--- config.mk ---
export PLATFORM = sky130hd
export DESIGN_NAME = alu_sout_serializer_flat
export DESIGN_NICKNAME = d
export VERILOG_FILES = /design/src/rtl/alu_sout_serializer_if.sv /design/src/rtl/alu_sout_serializer.sv /design/src/flat_wrapper.sv
export SDC_FILE = /design/constraint.sdc
export NUM_CORES = 1
export LEC_CHECK = 0
export BUFFER_PORTS_ARGS = -buffer_cell sky130_fd_sc_hd__buf_2
export CAP_MARGIN = 25
export CELL_PAD_IN_SITES_DETAIL_PLACEMENT = 0
export CELL_PAD_IN_SITES_GLOBAL_PLACEMENT = 2
export CORE_MARGIN = 10
export CORE_UTILIZATION = 35
export DETAILED_ROUTE_END_ITERATION = 10
export PLACE_DENSITY = 0.89
export SETUP_SLACK_MARGIN = 0.3
export SLEW_MARGIN = 20
export SYNTH_ARGS = -nofsm -noshare
export SYNTH_HDL_FRONTEND = slang
export SYNTH_SLANG_ARGS = --single-unit
--- constraint.sdc ---
create_clock -name clk -period 4.7 [get_ports clk]
set_input_delay 0.235 -clock clk [delete_from_list [all_inputs] [get_ports clk]]
set_output_delay 0.235 -clock clk [all_outputs]
set_load 0.1 [all_outputs]
--- src/rtl/alu_sout_serializer_if.sv ---
// Handshake and payload bundle between the ALU core and the result serializer.
// The core drives the request side (master); the serializer answers with
// in_ready (slave).
interface alu_sout_serializer_if;
  logic        in_valid;
  logic        in_ready;
  logic [31:0] in_result;
  logic [3:0]  in_flags;
  logic        in_err;
  logic [5:0]  in_err_code;

  modport master (
    output in_valid,
    output in_result,
    output in_flags,
    output in_err,
    output in_err_code,
    input  in_ready
  );

  modport slave (
    input  in_valid,
    input  in_result,
    input  in_flags,
    input  in_err,
    input  in_err_code,
    output in_ready
  );
endinterface

--- src/rtl/alu_sout_serializer.sv ---
// Transmit side of the ALU serial result link.
// Accepts one result word (plus flags) or one error code per handshake and
// shifts it out on sout as 11-bit frames {start=0, ctl, data[7:0], stop=1},
// MSB first, one bit per clk. A result packet is four data frames followed by
// a control frame carrying {0, flags, crc}; an error packet is one control
// frame carrying {1, err_code, even parity}.
// Optional build macro ALU_SOUT_CRC_FAULT_EN adds input crc_fault_inj, which
// (sampled at accept) flips crc[0] of a result packet's control frame.
module alu_sout_serializer #(
  parameter int GAP_CYCLES = 0
) (
  input  logic                        clk,
  input  logic                        rst_n,
  alu_sout_serializer_if.slave        bus,
`ifdef ALU_SOUT_CRC_FAULT_EN
  input  logic                        crc_fault_inj,
`endif
  output logic                        sout,
  output logic                        busy,
  output logic                        done
);

  localparam logic [1:0] IDLE  = 2'd0;
  localparam logic [1:0] SHIFT = 2'd1;
  localparam logic [1:0] GAP   = 2'd2;

  localparam logic [3:0] LAST_BIT   = 4'd10;
  localparam logic [2:0] LAST_FRAME = 3'd4;
  localparam logic [3:0] GAP_LAST   = (GAP_CYCLES > 0) ? 4'(GAP_CYCLES - 1) : 4'd0;

  logic [1:0]  state;
  logic [3:0]  bit_cnt;
  logic [2:0]  frame_cnt;
  logic [3:0]  gap_cnt;

  logic [31:0] res_q;
  logic [3:0]  flags_q;
  logic        err_q;
  logic [5:0]  code_q;
`ifdef ALU_SOUT_CRC_FAULT_EN
  logic        fault_q;
`endif

  logic        sout_q;
  logic        busy_q;
  logic        done_q;
  logic        ready_q;

  logic [2:0]  crc_val;
  logic [2:0]  crc_out;
  logic        err_parity;
  logic        frame_ctl;
  logic [7:0]  frame_data;
  logic [10:0] cur_frame;
  logic        last_frame;

  // Serial x^3+x+1 CRC, zero seed, highest bit of the vector fed in first.
  function automatic logic [2:0] crc3(input logic [36:0] vec);
    logic [2:0] c;
    logic       fb;
    c = 3'b000;
    for (int i = 36; i >= 0; i--) begin
      fb = vec[i] ^ c[2];
      c  = {c[1], c[0] ^ fb, fb};
    end
    return c;
  endfunction

  // CRC and parity are derived from the registered packet, so they are stable
  // for the whole packet regardless of what the core does with its inputs.
  always_comb begin
    crc_val    = crc3({res_q, 1'b0, flags_q});
`ifdef ALU_SOUT_CRC_FAULT_EN
    crc_out    = crc_val ^ {2'b00, fault_q};
`else
    crc_out    = crc_val;
`endif
    err_parity = ^{1'b1, code_q};
  end

  // Build the frame currently selected by the frame counter.
  always_comb begin
    frame_ctl  = 1'b0;
    frame_data = 8'h00;
    if (err_q) begin
      frame_ctl  = 1'b1;
      frame_data = {1'b1, code_q, err_parity};
    end else begin
      case (frame_cnt)
        3'd0:    frame_data = res_q[31:24];
        3'd1:    frame_data = res_q[23:16];
        3'd2:    frame_data = res_q[15:8];
        3'd3:    frame_data = res_q[7:0];
        3'd4: begin
          frame_ctl  = 1'b1;
          frame_data = {1'b0, flags_q, crc_out};
        end
        default: frame_data = 8'h00;
      endcase
    end
    cur_frame  = {1'b0, frame_ctl, frame_data, 1'b1};
    last_frame = err_q | (frame_cnt == LAST_FRAME);
  end

  // Packet sequencer: accept in IDLE, shift bits, optionally idle-high between
  // frames, then pulse done on the first IDLE cycle after the last stop bit.
  // sout is registered; the start bit is loaded directly on the accept edge.
  always_ff @(posedge clk) begin
    if (!rst_n) begin
      state     <= IDLE;
      bit_cnt   <= 4'd0;
      frame_cnt <= 3'd0;
      gap_cnt   <= 4'd0;
      res_q     <= 32'd0;
      flags_q   <= 4'd0;
      err_q     <= 1'b0;
      code_q    <= 6'd0;
`ifdef ALU_SOUT_CRC_FAULT_EN
      fault_q   <= 1'b0;
`endif
      sout_q    <= 1'b1;
      busy_q    <= 1'b0;
      done_q    <= 1'b0;
      ready_q   <= 1'b0;
    end else begin
      done_q <= 1'b0;
      case (state)
        IDLE: begin
          ready_q <= 1'b1;
          if (bus.in_valid && ready_q) begin
            res_q     <= bus.in_result;
            flags_q   <= bus.in_flags;
            err_q     <= bus.in_err;
            code_q    <= bus.in_err_code;
`ifdef ALU_SOUT_CRC_FAULT_EN
            fault_q   <= crc_fault_inj;
`endif
            state     <= SHIFT;
            bit_cnt   <= 4'd0;
            frame_cnt <= 3'd0;
            gap_cnt   <= 4'd0;
            sout_q    <= 1'b0;
            busy_q    <= 1'b1;
            ready_q   <= 1'b0;
          end
        end
        SHIFT: begin
          if (bit_cnt != LAST_BIT) begin
            bit_cnt <= bit_cnt + 4'd1;
            sout_q  <= cur_frame[4'd9 - bit_cnt];
          end else if (last_frame) begin
            state     <= IDLE;
            bit_cnt   <= 4'd0;
            frame_cnt <= 3'd0;
            sout_q    <= 1'b1;
            busy_q    <= 1'b0;
            done_q    <= 1'b1;
            ready_q   <= 1'b1;
          end else if (GAP_CYCLES > 0) begin
            state     <= GAP;
            bit_cnt   <= 4'd0;
            gap_cnt   <= 4'd0;
            frame_cnt <= frame_cnt + 3'd1;
            sout_q    <= 1'b1;
          end else begin
            bit_cnt   <= 4'd0;
            frame_cnt <= frame_cnt + 3'd1;
            sout_q    <= 1'b0;
          end
        end
        GAP: begin
          if (gap_cnt == GAP_LAST) begin
            state   <= SHIFT;
            gap_cnt <= 4'd0;
            sout_q  <= 1'b0;
          end else begin
            gap_cnt <= gap_cnt + 4'd1;
          end
        end
        default: begin
          state   <= IDLE;
          sout_q  <= 1'b1;
          busy_q  <= 1'b0;
          ready_q <= 1'b0;
        end
      endcase
    end
  end

  assign sout         = sout_q;
  assign busy         = busy_q;
  assign done         = done_q;
  assign bus.in_ready = ready_q;

endmodule

--- src/flat_wrapper.sv ---
// flat-port wrapper written by rule: the top's interface ports become plain ports
module alu_sout_serializer_flat 
#(
  parameter int GAP_CYCLES = 0
)
  (clk, rst_n, sout, busy, done, bus_in_valid, bus_in_result, bus_in_flags, bus_in_err, bus_in_err_code, bus_in_ready);
  alu_sout_serializer_if bus_i ();
  input  logic clk;
  input  logic rst_n;
  output logic sout;
  output logic busy;
  output logic done;
  input wire logic [$bits(bus_i.in_valid)-1:0] bus_in_valid;
  input wire logic [$bits(bus_i.in_result)-1:0] bus_in_result;
  input wire logic [$bits(bus_i.in_flags)-1:0] bus_in_flags;
  input wire logic [$bits(bus_i.in_err)-1:0] bus_in_err;
  input wire logic [$bits(bus_i.in_err_code)-1:0] bus_in_err_code;
  output wire logic [$bits(bus_i.in_ready)-1:0] bus_in_ready;
  assign bus_i.in_valid = bus_in_valid;
  assign bus_i.in_result = bus_in_result;
  assign bus_i.in_flags = bus_in_flags;
  assign bus_i.in_err = bus_in_err;
  assign bus_i.in_err_code = bus_in_err_code;
  assign bus_in_ready = bus_i.in_ready;
  alu_sout_serializer #(.GAP_CYCLES(GAP_CYCLES)) u_core (.clk(clk), .rst_n(rst_n), .bus(bus_i), .sout(sout), .busy(busy), .done(done));
endmodule
==> results.sh, run 1 <==
export IMPL_status="finished, final reports clean"
export IMPL_hold_path_startpoint="bus_in_result[10]"
export IMPL_yosysTopAreaCellShare=0.366
export IMPL_max_vdd_ir_drop_mv=0.136
export IMPL_cts_htree_levels=2
export IMPL_criticalPathCategory="flip-flop to flip-flop"
export IMPL_hold_class="input port to flip-flop"
export IMPL_chipWidth_um=112
export IMPL_initial_core_util=0.360
export IMPL_diodes=0
export IMPL_cap_violations=0
export IMPL_ctsHoldBuffers=0
export IMPL_crit_required_ps=4910
export IMPL_drc=0
export IMPL_post_route_util=0.410
export IMPL_rows=33
export IMPL_avgViaCountPerCell=5.14
export IMPL_hold_viol_final=0
export IMPL_synth_avg_cell_area_um2=8.09
export IMPL_fin_tns_setup_ps=0
export IMPL_synth_cells=365
export IMPL_cts_tree="built"
export IMPL_grt_pass1_vias=2555
export IMPL_grt_usage=0.120
export IMPL_area_delta_synth_final_pct=14.0
export IMPL_overflow=0
export IMPL_drt_pass1_iter_count=4
export IMPL_drtAntennaViolNets=0
export IMPL_power_share_switching=0.331
export IMPL_worstMarginPinSlew_ps=900
export IMPL_ys_seq_area_frac=0.366
export IMPL_yosysTopAreaCell="dfxtp_1"
export IMPL_combinationalPowerShare=0.324
export IMPL_worstPathMaxFanout=4
export IMPL_leakagePower_nw=1.30
export IMPL_dieArea_mm2=0.0125
export IMPL_grt_setup_unrepaired="false"
export IMPL_min_to="u_core.res_q[10]$_SDFFE_PN0P_"
export IMPL_cts_max_path_buffers=2
export IMPL_drtIter0Drc=107
export IMPL_crit_arrival_ps=2630
export IMPL_vias=2598
export IMPL_port_buffers=49
export IMPL_fin_ws_ps=2280
export IMPL_p_seq_frac=0.424
export IMPL_drv_slew=0
export IMPL_postCtsSetupBuffers=0
export IMPL_report_final_setup_viol=0
export IMPL_startpoint_type="flip-flop"
export IMPL_synth_seq_cells=54
export IMPL_die_h_um=112
export IMPL_antenna_found_initial=0
export IMPL_rrSetupSlack_ps=2280
export IMPL_cellInternalPower_mw=0.846
export IMPL_post_route_period_util=0.516
export IMPL_fmax_mhz=413
export IMPL_root_buffer="clkbuf_8"
export IMPL_synth_warnings=0
export IMPL_yosysUniqueCellTypes=42
export IMPL_period_needed_ps=2420
export IMPL_drive_above_1_share=0.168
export IMPL_wirelength_um=7810
export IMPL_core_area_mm2=0.00822
export IMPL_synth_area_mm2=0.00295
export IMPL_reg2reg_depth=7
export IMPL_fin_nets=454
export IMPL_critical_path_reg2reg_endpoint="u_core.sout$_SDFFE_PN1P_"
export IMPL_synth_nets=420
export IMPL_numCtsBuffers=5
export IMPL_worst_slew_margin_rel=0.400
export IMPL_post_dp_hpwl_um=5920
export IMPL_synth_area_leaders="dfxtp_1 (37%), nand2_1 (13%), a21oi_1 (9.8%)"
export IMPL_cts_sinks=54
export IMPL_power_density_mw_per_mm2=376
export IMPL_worstHoldPathCells=3
export IMPL_p_clk_frac=0.252
export IMPL_preCtsSetupSlack_ps=2330
export IMPL_net_switching_power_mw=0.419
export IMPL_grt_pass1_wl_um=12700
export IMPL_routedWlPerCell_um=15.5
export IMPL_cts_resized=0
export IMPL_regToRegStartpoint="u_core.res_q[0]$_SDFFE_PN0P_"
export IMPL_clock_skew_ps=6.24
export IMPL_cts_clk_slew_worst_paths_ps=100
export IMPL_end_kind="flip-flop"
export IMPL_place_congestion=0.894
export IMPL_io_pins=50
export IMPL_grt_max_degree=54
export IMPL_clock_latency_ps=310
[layout by cell type (no fill, tap or decap), drive strengths merged, types with 2 or more instances in the layout]
| cell type | netlist | routed |
|---|---|---|
| nand4 | 2 | 2 |
| xnor2 | 32 | 32 |
| a221oi | 3 | 3 |
| a31oi | 3 | 3 |
| a22oi | 3 | 3 |
| xnor3 | 8 | 8 |
| nor2b | 2 | 2 |
| xor2 | 2 | 2 |
| clkbuf | 23 | 5 |
| inv | 10 | 11 |
| a222oi | 6 | 6 |
| a221o | 2 | 2 |
| dfxtp | 54 | 54 |
| buf | 0 | 50 |
| nand2 | 101 | 101 |
| a21oi | 58 | 58 |
| nor3 | 4 | 4 |
| o31ai | 2 | 2 |
| o21ai | 6 | 6 |
| nor2 | 16 | 16 |
| ha | 9 | 9 |
[flip-flops by register name, indices dropped and copies added (netlist names)]
register	cells
u_core.res_q	32
u_core.code_q	6
u_core.bit_cnt	4
u_core.flags_q	4
u_core.frame_cnt	3
u_core.bus.in_ready	1
u_core.done	1
u_core.err_q	1
u_core.sout	1
u_core.state	1
[stage by stage]
stage	std cells	hold slack [ps]	total power, mW	area, µm²
floorplan	365	362	0.861	2950
global placement	497	473	0.956	3250
detailed placement	497	479	0.957	3250
CTS	505	145	1.28	3370
global route	505	142	1.34	3370
finish	505	146	1.26	3370
[synth_stat cells]
| library cell | number |
|---|---|
| dfxtp_1 | 54 |
| inv_1 | 9 |
| nor2b_1 | 2 |
| nor3_1 | 4 |
| xor2_1 | 2 |
| ha_1 | 9 |
| o221ai_1 | 1 |
| xnor3_2 | 1 |
| a31o_1 | 1 |
| or2_2 | 1 |
| a311oi_1 | 1 |
| a21oi_1 | 58 |
| nand4_1 | 2 |
| xnor2_2 | 3 |
| nand2_1 | 101 |
| o21ai_0 | 6 |
| a211oi_1 | 1 |
| nand3_1 | 1 |
| o41ai_1 | 1 |
| a22oi_1 | 3 |
| nor2_1 | 16 |
| a21o_1 | 1 |
| mux4_2 | 1 |
| a221oi_1 | 3 |
| o311a_1 | 1 |
| a222oi_1 | 6 |
| xnor2_1 | 29 |
| a31oi_1 | 3 |
| o32ai_1 | 1 |
| nand2b_1 | 1 |
| clkbuf_1 | 23 |
| a221o_1 | 2 |
| o2111ai_1 | 1 |
| inv_2 | 1 |
| o31ai_1 | 2 |
| a2111oi_0 | 1 |
| a21boi_0 | 1 |
| and2_1 | 1 |
| mux2_2 | 1 |
| mux2i_1 | 1 |
| xnor3_1 | 7 |
| o22ai_1 | 1 |
[cell type report]
type / instances / area (µm²)
fillers: 888 / 4850
multi-input cells: 278 / 1750
flip-flops and latches: 54 / 1080
repair buffers: 50 / 253
well taps: 105 / 131
clock buffers: 5 / 68.8
clock inverters: 3 / 43.8
inverters: 10 / 37.5
[worst max path at each step]
stage                                    from                        to  slack (ps)  cells past startpoint
6_report         u_core.res_q[0]$_SDFFE_PN0P_  u_core.sout$_SDFFE_PN1P_        2280                      7
5_1_grt        u_core.bit_cnt[0]$_SDFFE_PN0P_  u_core.sout$_SDFFE_PN1P_        2160                      9
3_5_place_dp     u_core.res_q[0]$_SDFFE_PN0P_  u_core.sout$_SDFFE_PN1P_        2330                      7
4_1_cts          u_core.res_q[0]$_SDFFE_PN0P_  u_core.sout$_SDFFE_PN1P_        2290                      7
2_1_floorplan    u_core.res_q[0]$_SDFFE_PN0P_  u_core.sout$_SDFFE_PN1P_        2620                      7
3_3_place_gp     u_core.res_q[0]$_SDFFE_PN0P_  u_core.sout$_SDFFE_PN1P_        2310                      7
[worst max-delay path, stage by stage, from the launching register on]
cell	delay (ps)
dfxtp_1	440
xor2_1	280
xnor3_1	490
xnor2_2	220
xnor3_1	470
nand2_1	100
a31oi_1	80
a31o_1	240
[per-layer routing]
metal,share of wire,global-route usage
met3,0.042,0.0274
met4,0.020,0.0386
met2,0.46,0.194
met1,0.47,0.153
met5,0,0
[power groups by stage]
stage | registers (mW) | clock network [mW] | logic [mW]
global route | 0.543 | 0.349 | 0.447
CTS | 0.537 | 0.329 | 0.412
floorplan | 0.559 | 0 | 0.302
finish | 0.537 | 0.318 | 0.410
global placement | 0.547 | 0 | 0.409
detailed placement | 0.548 | 0 | 0.409
[cell families after synthesis]
logic type / share of synthesized area
AO/OA/AOI/OAI: 0.197
XOR/XNOR: 0.170
multiplexers: 0.0148
buffers and inverters: 0.0419
AND/OR/NAND/NOR: 0.172
flip-flops: 0.366
adder cells (fa/ha/maj): 0.0381
Note: power is estimated with default switching activity, not from simulation.
==> inputs of run 2 (changes only) <==
- CORE_UTILIZATION: 35 -> 33
- PLACE_DENSITY: 0.89 -> 0.85
- clock period: 4.7 -> 2.5 ns (I/O delays scaled with it)
==> run 2 against run 1 <==
Compared with the run above:
- combinational power grew 97%
- setup slack lost 1900 ps
- wire length grew 0.97%
- sequential share of layout area shrank 0.66 points
- non-clock buffer count grew 7
- via count shrank 0.92%
- sequential cell count is the same
- clock skew grew 1.3 ps
- sequential power grew 86%
- clock power grew 67%
==> results.sh, run 2 (synthesis results as in run 1) <==
export IMPL_grt_pass1_wl_um=13100
export IMPL_grt_pass1_vias=2580
export IMPL_busiest_layer="met2"
export IMPL_routedWlPerCell_um=15.3
export IMPL_antenna_found_initial=0
export IMPL_wirelength_um=7880
export IMPL_status="finished, final reports clean"
export IMPL_post_dp_hpwl_um=5970
export IMPL_top_register="u_core.res_q"
export IMPL_rows=34
export IMPL_initial_core_util=0.339
export IMPL_chipWidth_um=115
export IMPL_cts_clk_slew_worst_paths_ps=100
export IMPL_cts_sinks=54
export IMPL_criticalPathCategory="flip-flop to flip-flop"
export IMPL_power_density_mw_per_mm2=676
export IMPL_worst_slew_margin_rel=0.550
export IMPL_port_buffers=49
export IMPL_place_congestion=0.883
export IMPL_total_power_mw=2.34
export IMPL_reg2reg_depth=7
export IMPL_layout_common_cells="nand2_1 (100), a21oi_1 (58), buf_2 (49)"
export IMPL_p_seq_frac=0.429
export IMPL_cap_violations=0
export IMPL_crit_required_ps=2710
export IMPL_die_h_um=115
export IMPL_overflow=0
export IMPL_period_needed_ps=2150
export IMPL_grt_setup_unrepaired="false"
export IMPL_drv_slew=0
export IMPL_diodes=0
export IMPL_crit_arrival_ps=2370
export IMPL_cellInternalPower_mw=1.55
export IMPL_hold_class="input port to flip-flop"
export IMPL_area_delta_synth_final_pct=17.3
export IMPL_grt_use_met1=0.157
export IMPL_drtAntennaViolNets=0
export IMPL_drive_above_1_share=0.219
export IMPL_clock_latency_ps=320
export IMPL_leakagePower_nw=1.34
export IMPL_hold_viol_final=0
export IMPL_ctsHoldBuffers=0
export IMPL_worstMarginPinSlew_ps=673
export IMPL_met3_usage=0.0262
export IMPL_startpoint_type="flip-flop"
export IMPL_combinationalPowerShare=0.345
export IMPL_grt_usage=0.121
export IMPL_postCtsSetupBuffers=0
export IMPL_power_share_switching=0.339
export IMPL_core_area_mm2=0.00872
export IMPL_fmax_mhz=465
export IMPL_worstHoldPathCells=3
export IMPL_io_pins=50
export IMPL_avgViaCountPerCell=5.00
export IMPL_vias=2574
export IMPL_drt_pass1_iter_count=5
export IMPL_numCtsBuffers=5
export IMPL_fin_nets=461
export IMPL_max_vdd_ir_drop_mv=0.238
export IMPL_reg_top3="u_core.res_q x32, u_core.code_q x6"
export IMPL_post_route_period_util=0.860
export IMPL_clock_skew_ps=7.58
export IMPL_root_buffer="clkbuf_8"
export IMPL_cts_tree="built"
export IMPL_report_final_setup_viol=0
export IMPL_cts_max_path_buffers=2
export IMPL_p_clk_frac=0.227
export IMPL_worstPathMaxFanout=3
export IMPL_end_kind="flip-flop"
export IMPL_dieArea_mm2=0.0131
export IMPL_fin_tns_setup_ps=0
export IMPL_largest_reg_flops=32
export IMPL_net_switching_power_mw=0.795
export IMPL_drtIter0Drc=157
export IMPL_final_common_cell="nand2_1"
export IMPL_cts_htree_levels=2
export IMPL_globalRouteMet2Util=0.196
export IMPL_drc=0
export IMPL_grt_max_degree=45
-- run 2: cell types whose count changed in the layout (fill, tap and decap cells not counted), sizes merged --
| cell | delta |
|---|---|
| bufinv | -1 |
| clkbuf | +1 |
| inv | -1 |
| buf | +7 |
| clkinv | +1 |
-- run 2: cell type report --
| class | count | area [µm²] |
|---|---|---|
| Inverter | 10 | 37.5 |
| Tap cell | 108 | 135 |
| Sequential cell | 54 | 1090 |
| Multi-Input combinational cell | 278 | 1800 |
| Clock inverter | 2 | 17.5 |
| Timing Repair Buffer | 57 | 305 |
| Fill cell | 929 | 5260 |
| Clock buffer | 6 | 82.6 |
-- run 2: metrics by stage --
step,util,hold WS [ps],area [µm²],instances,worst slack (ps)
3_5_place_dp,0.380,372,3310,507,286
5_1_grt,0.397,28.5,3470,515,278
6_report,0.397,24.6,3470,515,349
3_3_place_gp,0.380,368,3310,507,336
4_1_cts,0.392,23.4,3410,515,312
2_1_floorplan,-,252,2950,365,424
-- run 2: critical path, cell delays in order, from the launching register on --
cell     delay, ps
dfxtp_1        420
xor2_2         190
xnor3_2        490
xnor2_4        180
xnor3_1        350
nor2_1         110
o31ai_1         80
a31o_1         220
-- run 2: repair_timing --
action,in CTS,in global routing
pin swaps,0,5
setup endpoints to repair,1,3
gates resized for setup,2,14
-- run 2: worst paths after layout --
check                                 from                       endpoint  slack (ps)
max reg2reg  u_core.res_q[10]$_SDFFE_PN0P_       u_core.sout$_SDFFE_PN1P_         350
min reg2reg  u_core.code_q[0]$_SDFFE_PN0P_  u_core.code_q[0]$_SDFFE_PN0P_         490
min                       bus_in_result[5]   u_core.res_q[5]$_SDFFE_PN0P_          20
max          u_core.res_q[10]$_SDFFE_PN0P_       u_core.sout$_SDFFE_PN1P_         350
-- run 2: layer usage --
metal | share of wire | up-vias
met1 | 0.45 | 1177
met2 | 0.48 | 63
met5 | 0 | -
li1 | - | 1326
met3 | 0.057 | 8
met4 | 0.010 | 0
-- run 2: power groups by stage --
stage               sequential [mW]  combinational, mW  clock [mW]
global placement               1.02              0.771           0
detailed placement             1.02              0.772           0
CTS                            1.00              0.782       0.552
finish                         1.00              0.808       0.531
floorplan                      1.05              0.567           0
global route                   1.02              0.876       0.582
==> inputs of run 3 (changes only) <==
- ABC_AREA: unset -> 1
- BUFFER_PORTS_ARGS: -buffer_cell sky130_fd_sc_hd__buf_2 -> -buffer_cell sky130_fd_sc_hd__buf_4
- CORE_UTILIZATION: 33 -> 31
==> run 3 against run 2 <==
Compared with the run above:
- the run now ends with negative setup slack left
- area after synthesis up 28%
- count of clock-buffer cells in the layout unchanged
- critical path depth up 38
- first-iteration DRC count up 4.5%
- synthesized cell count up 67%
- wire length up 46%
- utilization up 5.7 points
- via count up 59%
- clock skew down 0.81 ps
- non-clock buffer count up 37
- critical endpoint unchanged
==> results.sh, run 3 <==
export IMPL_hold_class="input port to flip-flop"
export IMPL_fmax_mhz=250
export IMPL_root_buffer="clkbuf_16"
export IMPL_wirelength_um=11500
export IMPL_yosysUniqueCellTypes=32
export IMPL_grt_setup_unrepaired="true"
export IMPL_end_kind="flip-flop"
export IMPL_drive_above_1_share=0.417
export IMPL_synth_nets=663
export IMPL_synth_avg_cell_area_um2=6.23
export IMPL_grt_pass1_wl_um=18600
export IMPL_yosysMostFrequentCell="nand2_1"
export IMPL_grt_pass1_vias=4072
export IMPL_clock_skew_ps=6.77
export IMPL_cap_violations=0
export IMPL_routedWlPerCell_um=13.7
export IMPL_final_common_cell="buf_4"
export IMPL_reg_top3="u_core.res_q x32, u_core.code_q x6"
export IMPL_post_route_period_util=1.60
export IMPL_yosysTopAreaCellShare=0.285
export IMPL_status="complete, but fails checks"
export IMPL_overflow=0
export IMPL_ys_seq_area_frac=0.285
export IMPL_numCtsBuffers=5
export IMPL_grt_use_met1=0.162
export IMPL_core_area_mm2=0.0120
export IMPL_antenna_found_initial=0
export IMPL_die_h_um=131
export IMPL_chipWidth_um=131
export IMPL_cts_clk_slew_worst_paths_ps=70
export IMPL_worst_path_most_repeated_cell="nand2_4"
export IMPL_slowest_stage="dfxtp_4"
export IMPL_drtAntennaViolNets=0
export IMPL_drv_slew=0
export IMPL_fin_ws_ps=-1490
export IMPL_avgViaCountPerCell=4.87
export IMPL_synthAdderAreaFrac=0.0297
export IMPL_top_register="u_core.res_q"
export IMPL_criticalPathCategory="flip-flop to flip-flop"
export IMPL_synth_seq_cells=54
export IMPL_met3_usage=0.0278
export IMPL_fin_nets=749
export IMPL_yosysTopAreaCell="dfxtp_1"
export IMPL_rows=40
export IMPL_io_pins=50
export IMPL_async_flop_share=0
export IMPL_ctsHoldBuffers=0
export IMPL_cts_htree_levels=2
export IMPL_synth_cells=608
export IMPL_hold_viol_final=0
export IMPL_violations="negative setup slack"
export IMPL_initial_core_util=0.315
export IMPL_clock_latency_ps=300
export IMPL_period_needed_ps=3990
export IMPL_n_fill_cell=1274
export IMPL_cts_max_path_buffers=2
export IMPL_crit_arrival_ps=4190
export IMPL_startpoint_type="flip-flop"
export IMPL_synth_compound_area_frac=0.187
export IMPL_vias=4101
export IMPL_yosys_area_share_simple=0.351
export IMPL_ys_flop_type="dfxtp_1"
export IMPL_cts_tree="built"
export IMPL_crit_required_ps=2700
export IMPL_globalRouteMet2Util=0.229
export IMPL_synth_edf_count=0
export IMPL_yosys_area_share_xor_xnor=0.0472
export IMPL_synth_mux_area_frac=0
export IMPL_area_delta_synth_final_pct=44.0
export IMPL_drc=0
export IMPL_diodes=0
export IMPL_synth_warnings=0
export IMPL_place_congestion=0.853
export IMPL_synth_area_mm2=0.00379
export IMPL_worstMarginPinSlew_ps=761
export IMPL_report_final_setup_viol=1
export IMPL_cp_top_family="simple AND/OR/NAND/NOR gates"
export IMPL_drt_pass1_iter_count=4
export IMPL_busiest_layer="met2"
export IMPL_grt_max_degree=50
export IMPL_dp_cells=830
export IMPL_post_route_util=0.454
export IMPL_critPathBufInv=7
export IMPL_layout_common_cells="buf_4 (94), nand2_2 (79), nand2_1 (78)"
export IMPL_drtIter0Drc=164
export IMPL_post_dp_hpwl_um=8550
export IMPL_dieArea_mm2=0.0170
export IMPL_worst_slew_margin_rel=0.491
export IMPL_worstPathMaxFanout=5
export IMPL_cts_sinks=54
export IMPL_final_cells=842
export IMPL_port_buffers=49
export IMPL_synth_common_cells="nand2_1 (162), inv_1 (67), nand3_1 (62)"
export IMPL_largest_reg_flops=32
export IMPL_grt_usage=0.133
export IMPL_synth_top_family_by_area="simple AND/OR/NAND/NOR gates"
export IMPL_synth_area_leaders="dfxtp_1 (29%), nand2_1 (16%), nand3_1 (8.2%)"
export IMPL_cp_slowest_stage_delay_ps=390
[run 3: cell type report]
cell class,count,area (µm²),share of cell area
Inverter,84,328,0.0601
Clock buffer,6,139,0.0255
Multi-Input combinational cell,455,2980,0.546
Clock inverter,2,17.5,0.00321
Tap cell,147,184,0.0337
Timing Repair Buffer,94,706,0.129
Sequential cell,54,1100,0.202
[run 3: timing repair]
action | 4_1_cts | 5_1_grt
setup buffers | 1 | 3
gates resized for setup | 39 | 145
pin swaps | 20 | 57
setup endpoints to repair | 1 | 1
[run 3: worst reg2reg max path, delay by kind of cell (launching register included)]
| kind | cells | cell delay [ps] |
|---|---|---|
| xor gates and xnor gates | 1 | 170 |
| buffers and inverters | 7 | 590 |
| DFF | 1 | 390 |
| and+or+nand+nor | 37 | 2730 |
[run 3: final timing paths]
kind	start	to	slack (ps)	depth (start not counted)
worst min register to register	u_core.bus.in_ready$_SDFFE_PN0P_	u_core.bus.in_ready$_SDFFE_PN0P_	480	2
worst max register to register	u_core.res_q[31]$_SDFFE_PN0P_	u_core.sout$_SDFFE_PN1P_	-1490	45
worst max-delay path	u_core.res_q[31]$_SDFFE_PN0P_	u_core.sout$_SDFFE_PN1P_	-1490	45
worst min-delay path	bus_in_err_code[4]	u_core.code_q[4]$_SDFFE_PN0P_	50	3
[run 3: metrics by stage]
stage / area (µm²) / setup slack, ps / setup TNS, ps / hold WS, ps
after global placement: 4600 / -1470 / -1470 / 348
after CTS: 4900 / -1410 / -1410 / 43.4
after detailed placement: 4600 / -1540 / -1540 / 354
after global routing: 5460 / -1900 / -1900 / 55.2
after floorplan: 3800 / -1000 / -1000 / 260
final: 5460 / -1490 / -1490 / 46.6
[run 3: routing by layer]
layer	share of wire	vias to the layer above
li1	-	2155
met1	0.45	1873
met2	0.49	61
met3	0.040	12
met4	0.015	0
met5	0	-
[run 3: cell families (layout without fill, tap and decap cells)]
kind of cell / after synthesis / in the layout
flops: 54 / 54
buf+inv: 99 / 186
compound gates: 130 / 130
xor+xnor: 18 / 18
fa+ha+maj: 9 / 9
simple gates: 298 / 298
Power of run 3 is not shown: default switching activity piles up to over one toggle a cycle in this logic, so the estimate is an artifact.
